===== src/rtl/uart_pkg.sv =====
// Shared types and helpers for the uart_tx requester side.
package uart_pkg;

   typedef enum logic [1:0] {
      IDLE = 2'd0,
      LOAD = 2'd1,
      WAIT = 2'd2
   } feeder_state_e;

   // A transfer is outstanding whenever the two toggle lines disagree.
   function automatic logic hs_pending(input logic req, input logic ack);
      return req ^ ack;
   endfunction

endpackage


===== src/rtl/uart_tx_feeder_if.sv =====
// Host write port, queue status and uart_tx toggle handshake of uart_tx_feeder.
// With UART_FEEDER_TIMEOUT_EN defined it also carries timeout_cyc/timeout.
interface uart_tx_feeder_if #(
   parameter int AW = 4
`ifdef UART_FEEDER_TIMEOUT_EN
   , parameter int TO_W = 24
`endif
);
   logic          enable;
   logic          wr_valid;
   logic          wr_ready;
   logic [7:0]    wr_data;
   logic          flush;
   logic          req;
   logic          ack;
   logic [7:0]    tx_data;
   logic [AW:0]   level;
   logic          empty;
   logic          full;
   logic          busy;
`ifdef UART_FEEDER_TIMEOUT_EN
   logic [TO_W-1:0] timeout_cyc;
   logic            timeout;
`endif

   modport slave (
      input  enable, wr_valid, wr_data, flush, ack,
`ifdef UART_FEEDER_TIMEOUT_EN
      input  timeout_cyc,
      output timeout,
`endif
      output wr_ready, req, tx_data, level, empty, full, busy
   );

   modport master (
      output enable, wr_valid, wr_data, flush, ack,
`ifdef UART_FEEDER_TIMEOUT_EN
      output timeout_cyc,
      input  timeout,
`endif
      input  wr_ready, req, tx_data, level, empty, full, busy
   );

endinterface


===== src/rtl/uart_sync_fifo.sv =====
// Single-clock FIFO with read-ahead head, flush, and a level counter kept
// independently of the pointers.
module uart_sync_fifo #(
   parameter int W     = 8,
   parameter int DEPTH = 16,
   parameter int AW    = 4
) (
   input  logic          clk,
   input  logic          rstn,
   input  logic          i_push,
   input  logic [W-1:0]  i_data,
   input  logic          i_pop,
   input  logic          i_flush,
   output logic [W-1:0]  o_head,
   output logic [AW:0]   o_level,
   output logic          o_empty,
   output logic          o_full
);

   logic [W-1:0]  r_mem [DEPTH];
   logic [AW-1:0] r_wr_ptr;
   logic [AW-1:0] r_rd_ptr;
   logic [AW:0]   r_level;
   logic          w_push;
   logic          w_pop;

   assign o_empty = (r_level == '0);
   assign o_full  = (r_level == (AW+1)'(DEPTH));
   assign o_level = r_level;
   assign o_head  = r_mem[r_rd_ptr];

   // Full comes from the registered level, so a same-cycle pop never admits a write.
   assign w_push = i_push && !o_full && !i_flush;
   assign w_pop  = i_pop && !o_empty && !i_flush;

   // NOTE: the storage array is deliberately left out of reset; level/pointers
   // define which entries are valid, and a resettable array costs a flop per bit.
   always_ff @(posedge clk) begin
      if (w_push) r_mem[r_wr_ptr] <= i_data;
   end

   always_ff @(posedge clk) begin
      if (!rstn) begin
         r_wr_ptr <= '0;
         r_rd_ptr <= '0;
         r_level  <= '0;
      end else if (i_flush) begin
         r_rd_ptr <= r_wr_ptr;
         r_level  <= '0;
      end else begin
         if (w_push) r_wr_ptr <= r_wr_ptr + AW'(1);
         if (w_pop)  r_rd_ptr <= r_rd_ptr + AW'(1);
         case ({w_push, w_pop})
            2'b10:   r_level <= r_level + (AW+1)'(1);
            2'b01:   r_level <= r_level - (AW+1)'(1);
            default: r_level <= r_level;
         endcase
      end
   end

endmodule


===== src/rtl/uart_tx_feeder.sv =====
// Queues host bytes and issues them to uart_tx one at a time over toggle req/ack.
// Define UART_FEEDER_TIMEOUT_EN for a sticky timeout on a stalled WAIT.
module uart_tx_feeder
   import uart_pkg::*;
#(
   parameter int DEPTH = 16,
   parameter int AW    = 4
`ifdef UART_FEEDER_TIMEOUT_EN
   , parameter int TO_W = 24
`endif
) (
   input logic             clk,
   input logic             rstn,
   uart_tx_feeder_if.slave bus
);

   feeder_state_e r_state;
   logic          r_req;
   logic [7:0]    r_tx_data;
   logic          w_pop;
   logic          w_empty;
   logic          w_full;
   logic [7:0]    w_head;
   logic [AW:0]   w_level;

   assign w_pop = (r_state == IDLE) && bus.enable && !w_empty &&
                  !hs_pending(r_req, bus.ack) && !bus.flush;

   uart_sync_fifo #(.W(8), .DEPTH(DEPTH), .AW(AW)) u_fifo (
      .clk     (clk),
      .rstn    (rstn),
      .i_push  (bus.wr_valid),
      .i_data  (bus.wr_data),
      .i_pop   (w_pop),
      .i_flush (bus.flush),
      .o_head  (w_head),
      .o_level (w_level),
      .o_empty (w_empty),
      .o_full  (w_full)
   );

   // NOTE: non-blocking assignments make every branch see the pre-edge req,
   // which is what the toggle handshake relies on.
   always_ff @(posedge clk) begin
      if (!rstn) begin
         r_state   <= IDLE;
         r_req     <= 1'b0;
         r_tx_data <= 8'h00;
      end else begin
         case (r_state)
            IDLE: if (w_pop) begin
               r_tx_data <= w_head;
               r_state   <= LOAD;
            end
            LOAD: begin
               r_req   <= ~r_req;
               r_state <= WAIT;
            end
            WAIT: if (!hs_pending(r_req, bus.ack)) r_state <= IDLE;
            default: r_state <= IDLE;
         endcase
      end
   end

`ifdef UART_FEEDER_TIMEOUT_EN
   logic [TO_W-1:0] r_to_cnt;
   logic            r_timeout;
   logic [TO_W-1:0] w_to_nxt;

   assign w_to_nxt = r_to_cnt + TO_W'(1);

   // Counter freezes once the flag is set; req is never re-toggled here.
   always_ff @(posedge clk) begin
      if (!rstn) begin
         r_to_cnt  <= '0;
         r_timeout <= 1'b0;
      end else begin
         if (r_state == LOAD)
            r_to_cnt <= '0;
         else if (r_state == WAIT && !r_timeout)
            r_to_cnt <= w_to_nxt;

         if (bus.flush)
            r_timeout <= 1'b0;
         else if (r_state == WAIT && !r_timeout && bus.timeout_cyc != '0 &&
                  w_to_nxt == bus.timeout_cyc)
            r_timeout <= 1'b1;
      end
   end

   assign bus.timeout = r_timeout;
`endif

   assign bus.wr_ready = !w_full;
   assign bus.req      = r_req;
   assign bus.tx_data  = r_tx_data;
   assign bus.level    = w_level;
   assign bus.empty    = w_empty;
   assign bus.full     = w_full;
   assign bus.busy     = (r_state != IDLE) || hs_pending(r_req, bus.ack);

endmodule


===== src/flat_wrapper.sv =====
// flat-port wrapper written by rule: the top's interface ports become plain ports
module uart_tx_feeder_flat import uart_pkg::*;
#(
   parameter int DEPTH = 16,
   parameter int AW    = 4

)
  (clk, rstn, bus_enable, bus_wr_valid, bus_wr_data, bus_flush, bus_ack, bus_wr_ready, bus_req, bus_tx_data, bus_level, bus_empty, bus_full, bus_busy);
  uart_tx_feeder_if #(.AW(AW)) bus_i ();
  input logic clk;
  input logic rstn;
  input wire logic [$bits(bus_i.enable)-1:0] bus_enable;
  input wire logic [$bits(bus_i.wr_valid)-1:0] bus_wr_valid;
  input wire logic [$bits(bus_i.wr_data)-1:0] bus_wr_data;
  input wire logic [$bits(bus_i.flush)-1:0] bus_flush;
  input wire logic [$bits(bus_i.ack)-1:0] bus_ack;
  output wire logic [$bits(bus_i.wr_ready)-1:0] bus_wr_ready;
  output wire logic [$bits(bus_i.req)-1:0] bus_req;
  output wire logic [$bits(bus_i.tx_data)-1:0] bus_tx_data;
  output wire logic [$bits(bus_i.level)-1:0] bus_level;
  output wire logic [$bits(bus_i.empty)-1:0] bus_empty;
  output wire logic [$bits(bus_i.full)-1:0] bus_full;
  output wire logic [$bits(bus_i.busy)-1:0] bus_busy;
  assign bus_i.enable = bus_enable;
  assign bus_i.wr_valid = bus_wr_valid;
  assign bus_i.wr_data = bus_wr_data;
  assign bus_i.flush = bus_flush;
  assign bus_i.ack = bus_ack;
  assign bus_wr_ready = bus_i.wr_ready;
  assign bus_req = bus_i.req;
  assign bus_tx_data = bus_i.tx_data;
  assign bus_level = bus_i.level;
  assign bus_empty = bus_i.empty;
  assign bus_full = bus_i.full;
  assign bus_busy = bus_i.busy;
  uart_tx_feeder #(.DEPTH(DEPTH), .AW(AW)) u_core (.clk(clk), .rstn(rstn), .bus(bus_i));
endmodule

===== config.mk =====
export PLATFORM = sky130hd
export DESIGN_NAME = uart_tx_feeder_flat
export DESIGN_NICKNAME = d
export VERILOG_FILES = /design/src/rtl/uart_pkg.sv /design/src/rtl/uart_tx_feeder_if.sv /design/src/rtl/uart_sync_fifo.sv /design/src/rtl/uart_tx_feeder.sv /design/src/flat_wrapper.sv
export SDC_FILE = /design/constraint.sdc
export NUM_CORES = 1
export LEC_CHECK = 0
export ABC_AREA = 1
export CAP_MARGIN = 10
export CORE_ASPECT_RATIO = 0.6
export CORE_MARGIN = 2
export CORE_UTILIZATION = 50
export CTS_CLUSTER_SIZE = 40
export DETAILED_ROUTE_END_ITERATION = 16
export PLACE_DENSITY = 0.71
export RECOVER_POWER = 100
export SYNTH_ARGS = -nofsm -noshare
export SYNTH_HDL_FRONTEND = slang
export SYNTH_HIERARCHICAL = 1
export SYNTH_SLANG_ARGS = --single-unit

===== constraint.sdc =====
create_clock -name clk -period 2.5 [get_ports clk]
set_input_delay 0.5 -clock clk [delete_from_list [all_inputs] [get_ports clk]]
set_output_delay 0.5 -clock clk [all_outputs]
set_load 0.005 [all_outputs]

==> run_results.csv <==
group,metric,value,unit
routing,route.detailed.drc,0,
routing,vias,4706,
sta,fin_crit_sh,0.969,
critical_path,cp_cell_sequence,"clkdlybuf4s50_1 -> inv_1 -> nand2_1 -> nand2_4 -> nand2_2 -> buf_4 -> clkdlybuf4s50_1",
place,gp_congestion,0.898,
routing,met3_length,1060,um
power,power_density,701,mW/mm^2
finish,diodes,0,
worst_hold_path,hold_class,"reg2reg",
routing,top_layer,"met4",
clock_network,htreeDepth,4,
clock_network,cts-root-buf,"clkbuf_16",
global_route,antenna_found_initial,0,
die,fp.dieH,94.5,um
finish,final_nets,723,
critical_path,crit_type,"in2out",
critical_path,critPathLaunch,"bus_ack",
sta,rsz0062_at_grt,"false",
critical_path,end_kind,"output port",
sta,slew_viol_final,0,
die,dieWidth,155,um
global_route,grt_start_max_net_pins,46,
routing,avgViaCountPerCell,5.34,
sta,setup_viol,0,
critical_path,worstSetupStartpointType,"input port",
synthesis,synth_area,0.00682,sq mm
synthesis,ys_warn_count,6,
die,ios,32,
outcome,status,"completed",
finish,final_cells,882,
global_route,grt.total_usage,0.224,
sta,timing.fmax,413,MHz
sta,slew_headroom,0.418,
routing,ant_nets,0,
sta,finalHoldViolCount,0,
place,port_buffers,31,
global_route,grt_overflow,0,
global_route,grt_pass1_vias,4495,
critical_path,required,2.00,ns
run,drv_cap,0,
clock_network,clk_pin_slew,0.07,ns
clock_network,clk_path_buf_depth,2,
critical_path,crit_arrival,1.92,ns
routing,drt_pass1_iterations,7,
clock_network,clock_latency,0.42,ns
place,hpwl,10400,um
clock_network,tritoncts,"built",
routing,wl_met1,7560,um
die,rows,32,
routing,drt-total-wl,15300,um
power,p_leak,3.12,nW
critical_path,cpPeakStageDelay,0.49,ns
sta,worst_pin_slew,0.873,ns
die,die_area,0.0146,sq mm
finish,final_layout_size_suffix_gt1_frac,0.135,
routing,drt_first_iter_violations,413,
synthesis,synth_area_per_cell,10.8,sq um
finish,nFillCells,1043,
finish,multi_input_area,0.00188,sq mm
synthesis,postSynthCellCount,632,
finish,syn2layout_area_growth,18.0,%
place,place_area,0.00753,sq mm
routing,routedWlPerCell,17.3,um
die,start_util,0.521,
power,ir_drop,477,uV
sta,skew,0.0129,ns
critical_path,cpMostUsedCell,"clkdlybuf4s50_1",
synthesis,yosysUniqueCellTypes,29,
synthesis,ys_seq_area_frac,0.646,
sta,period_minus_slack,2.42,ns
die,core_region_area,0.0131,sq mm
global_route,grt_pass1_wl,24100,um
place,dp_cells,849,
synthesis,ys_ff_latch,156,
critical_path,r2r_start,"u_core/u_fifo/o_level[4]",
clock_network,cts.sinks,156,
worst_hold_path,min_from,"u_core/bus.tx_data[4]",
critical_path,path_max_fanout,2,
routing,wl_met2,6420,um
clock_network,ctsHoldBuffers,0,
critical_path,worst_path_max_delay_cell,"clkdlybuf4s50_1",
synthesis,syn_nets,656,
finish,final_area,0.00804,sq mm
finish,final-seq-area,0.00441,sq mm
clock_network,cts_made_buffers,17,
==> critical path: cells and delay by family <==
family	cells	cell delay, ns
buffers and inverters	4	1.13
and+or+nand+nor	3	0.28
==> layout make-up <==
cell class                 instances  share of cell area
timing repair buffer              75              0.0728
inverter                         103              0.0481
multi-input combinational        346               0.234
sequential                       156               0.548
clock buffer                      19              0.0577
tap                              170              0.0264
clock inverter                    13              0.0131
==> synthesized netlist by cell type <==
cell | instances | area [sq um]
a211oi_1 | 1 | 7.51
a21oi_1 | 23 | 115
buf_1 | 1 | 3.75
buf_2 | 19 | 95.1
buf_6 | 4 | 45.0
clkbuf_1 | 3 | 11.3
clkinv_1 | 1 | 3.75
dfxtp_1 | 28 | 561
edfxtp_1 | 128 | 3840
fa_1 | 1 | 20.0
ha_1 | 9 | 113
inv_1 | 100 | 375
inv_2 | 2 | 7.51
nand2_1 | 111 | 417
nand2_2 | 2 | 12.5
nand2_4 | 2 | 22.5
nand3_1 | 58 | 290
nand4_1 | 10 | 62.6
nor2_1 | 48 | 180
nor2_4 | 1 | 11.3
nor2_8 | 1 | 20.0
nor3_1 | 2 | 10.0
nor3_4 | 1 | 16.3
o211ai_1 | 41 | 308
o211ai_2 | 11 | 138
o21ai_0 | 18 | 90.1
o21ai_1 | 2 | 10.0
or2_2 | 2 | 12.5
xnor2_1 | 2 | 17.5
==> layer usage <==
| layer | global-route usage | vias to the layer above |
|---|---|---|
| met4 | 0.0826 | 0 |
| met1 | 0.329 | 2259 |
| li1 | - | 2298 |
| met2 | 0.318 | 126 |
| met3 | 0.0610 | 23 |
| met5 | 0 | - |
==> cell families (layout without fill, tap and decap cells) <==
family	Yosys count	count (layout)	synth area share
xor+xnor	2	2	0.00257
compound gates	96	96	0.0980
flops	156	156	0.646
buf+inv	130	210	0.0794
fa+ha+maj	10	10	0.0194
simple gates	238	238	0.155
==> cell usage in the layout (no fill, tap or decap), types with 2 or more instances in the layout <==
| master | count |
|---|---|
| inv_4 | 2 |
| edfxtp_1 | 128 |
| clkbuf_16 | 18 |
| clkbuf_1 | 7 |
| dfxtp_1 | 27 |
| inv_1 | 101 |
| a21oi_1 | 23 |
| ha_1 | 8 |
| clkinv_4 | 4 |
| clkbuf_4 | 3 |
| dlygate4sd3_1 | 27 |
| clkdlybuf4s50_1 | 4 |
| nand2_1 | 111 |
| nor3_1 | 2 |
| nand2_2 | 3 |
| inv_6 | 3 |
| buf_4 | 20 |
| nand3_1 | 57 |
| o211ai_1 | 41 |
| nor2_1 | 47 |
| o21ai_0 | 17 |
| o21ai_1 | 2 |
| clkinvlp_4 | 2 |
| nand4_1 | 10 |
| or2_2 | 2 |
| xnor2_1 | 2 |
| o211ai_2 | 11 |
| clkbuf_2 | 13 |
==> final timing paths <==
path                         endpoint  slack (ns)  cells past startpoint
max                          bus_busy        0.08                      7
min             u_core/bus.tx_data[4]        0.49                      2
max reg2reg  u_core/u_fifo/o_level[4]        0.18                     19
min reg2reg     u_core/bus.tx_data[4]        0.49                      2
==> report_power, final <==
part | total [mW] | internal, mW | leakage, nW | switching (mW)
Sequential | 2.86 | 2.83 | 1.38 | 0.0272
Combinational | 0.340 | 0.122 | 1.47 | 0.219
Clock | 2.44 | 1.37 | 0.278 | 1.06
Total | 5.64 | 4.33 | 3.12 | 1.31
==> stage by stage <==
step	power, mW	setup TNS (ns)	setup slack, ns	util	hold WS, ns
after global routing	5.83	0	0.0165	0.614	0.515
after CTS	5.69	0	0.0537	0.618	0.490
final	5.64	0	0.0779	0.614	0.486
after floorplan	3.11	0	0.0514	-	0.473
after detailed placement	3.26	-1.07	-0.361	0.575	0.477
after global placement	3.25	-0.851	-0.300	0.575	0.469
==> registers in the layout, indices dropped and copies added, names as in the netlist, named ones only <==
register / cells
u_core/u_fifo/r_wr_ptr: 4
u_core/u_fifo/o_level: 5
u_core/r_state: 2
u_core/u_fifo/r_rd_ptr: 4
u_core/bus.tx_data: 8
u_core/bus.req: 1
u_core/u_fifo/r_mem: 128
==> what timing repair did <==
action / CTS / global route
setup buffers: 0 / 1
resized for setup: 0 / 7
setup endpoints to repair: 0 / 3
(Power assumes the default switching activity.)
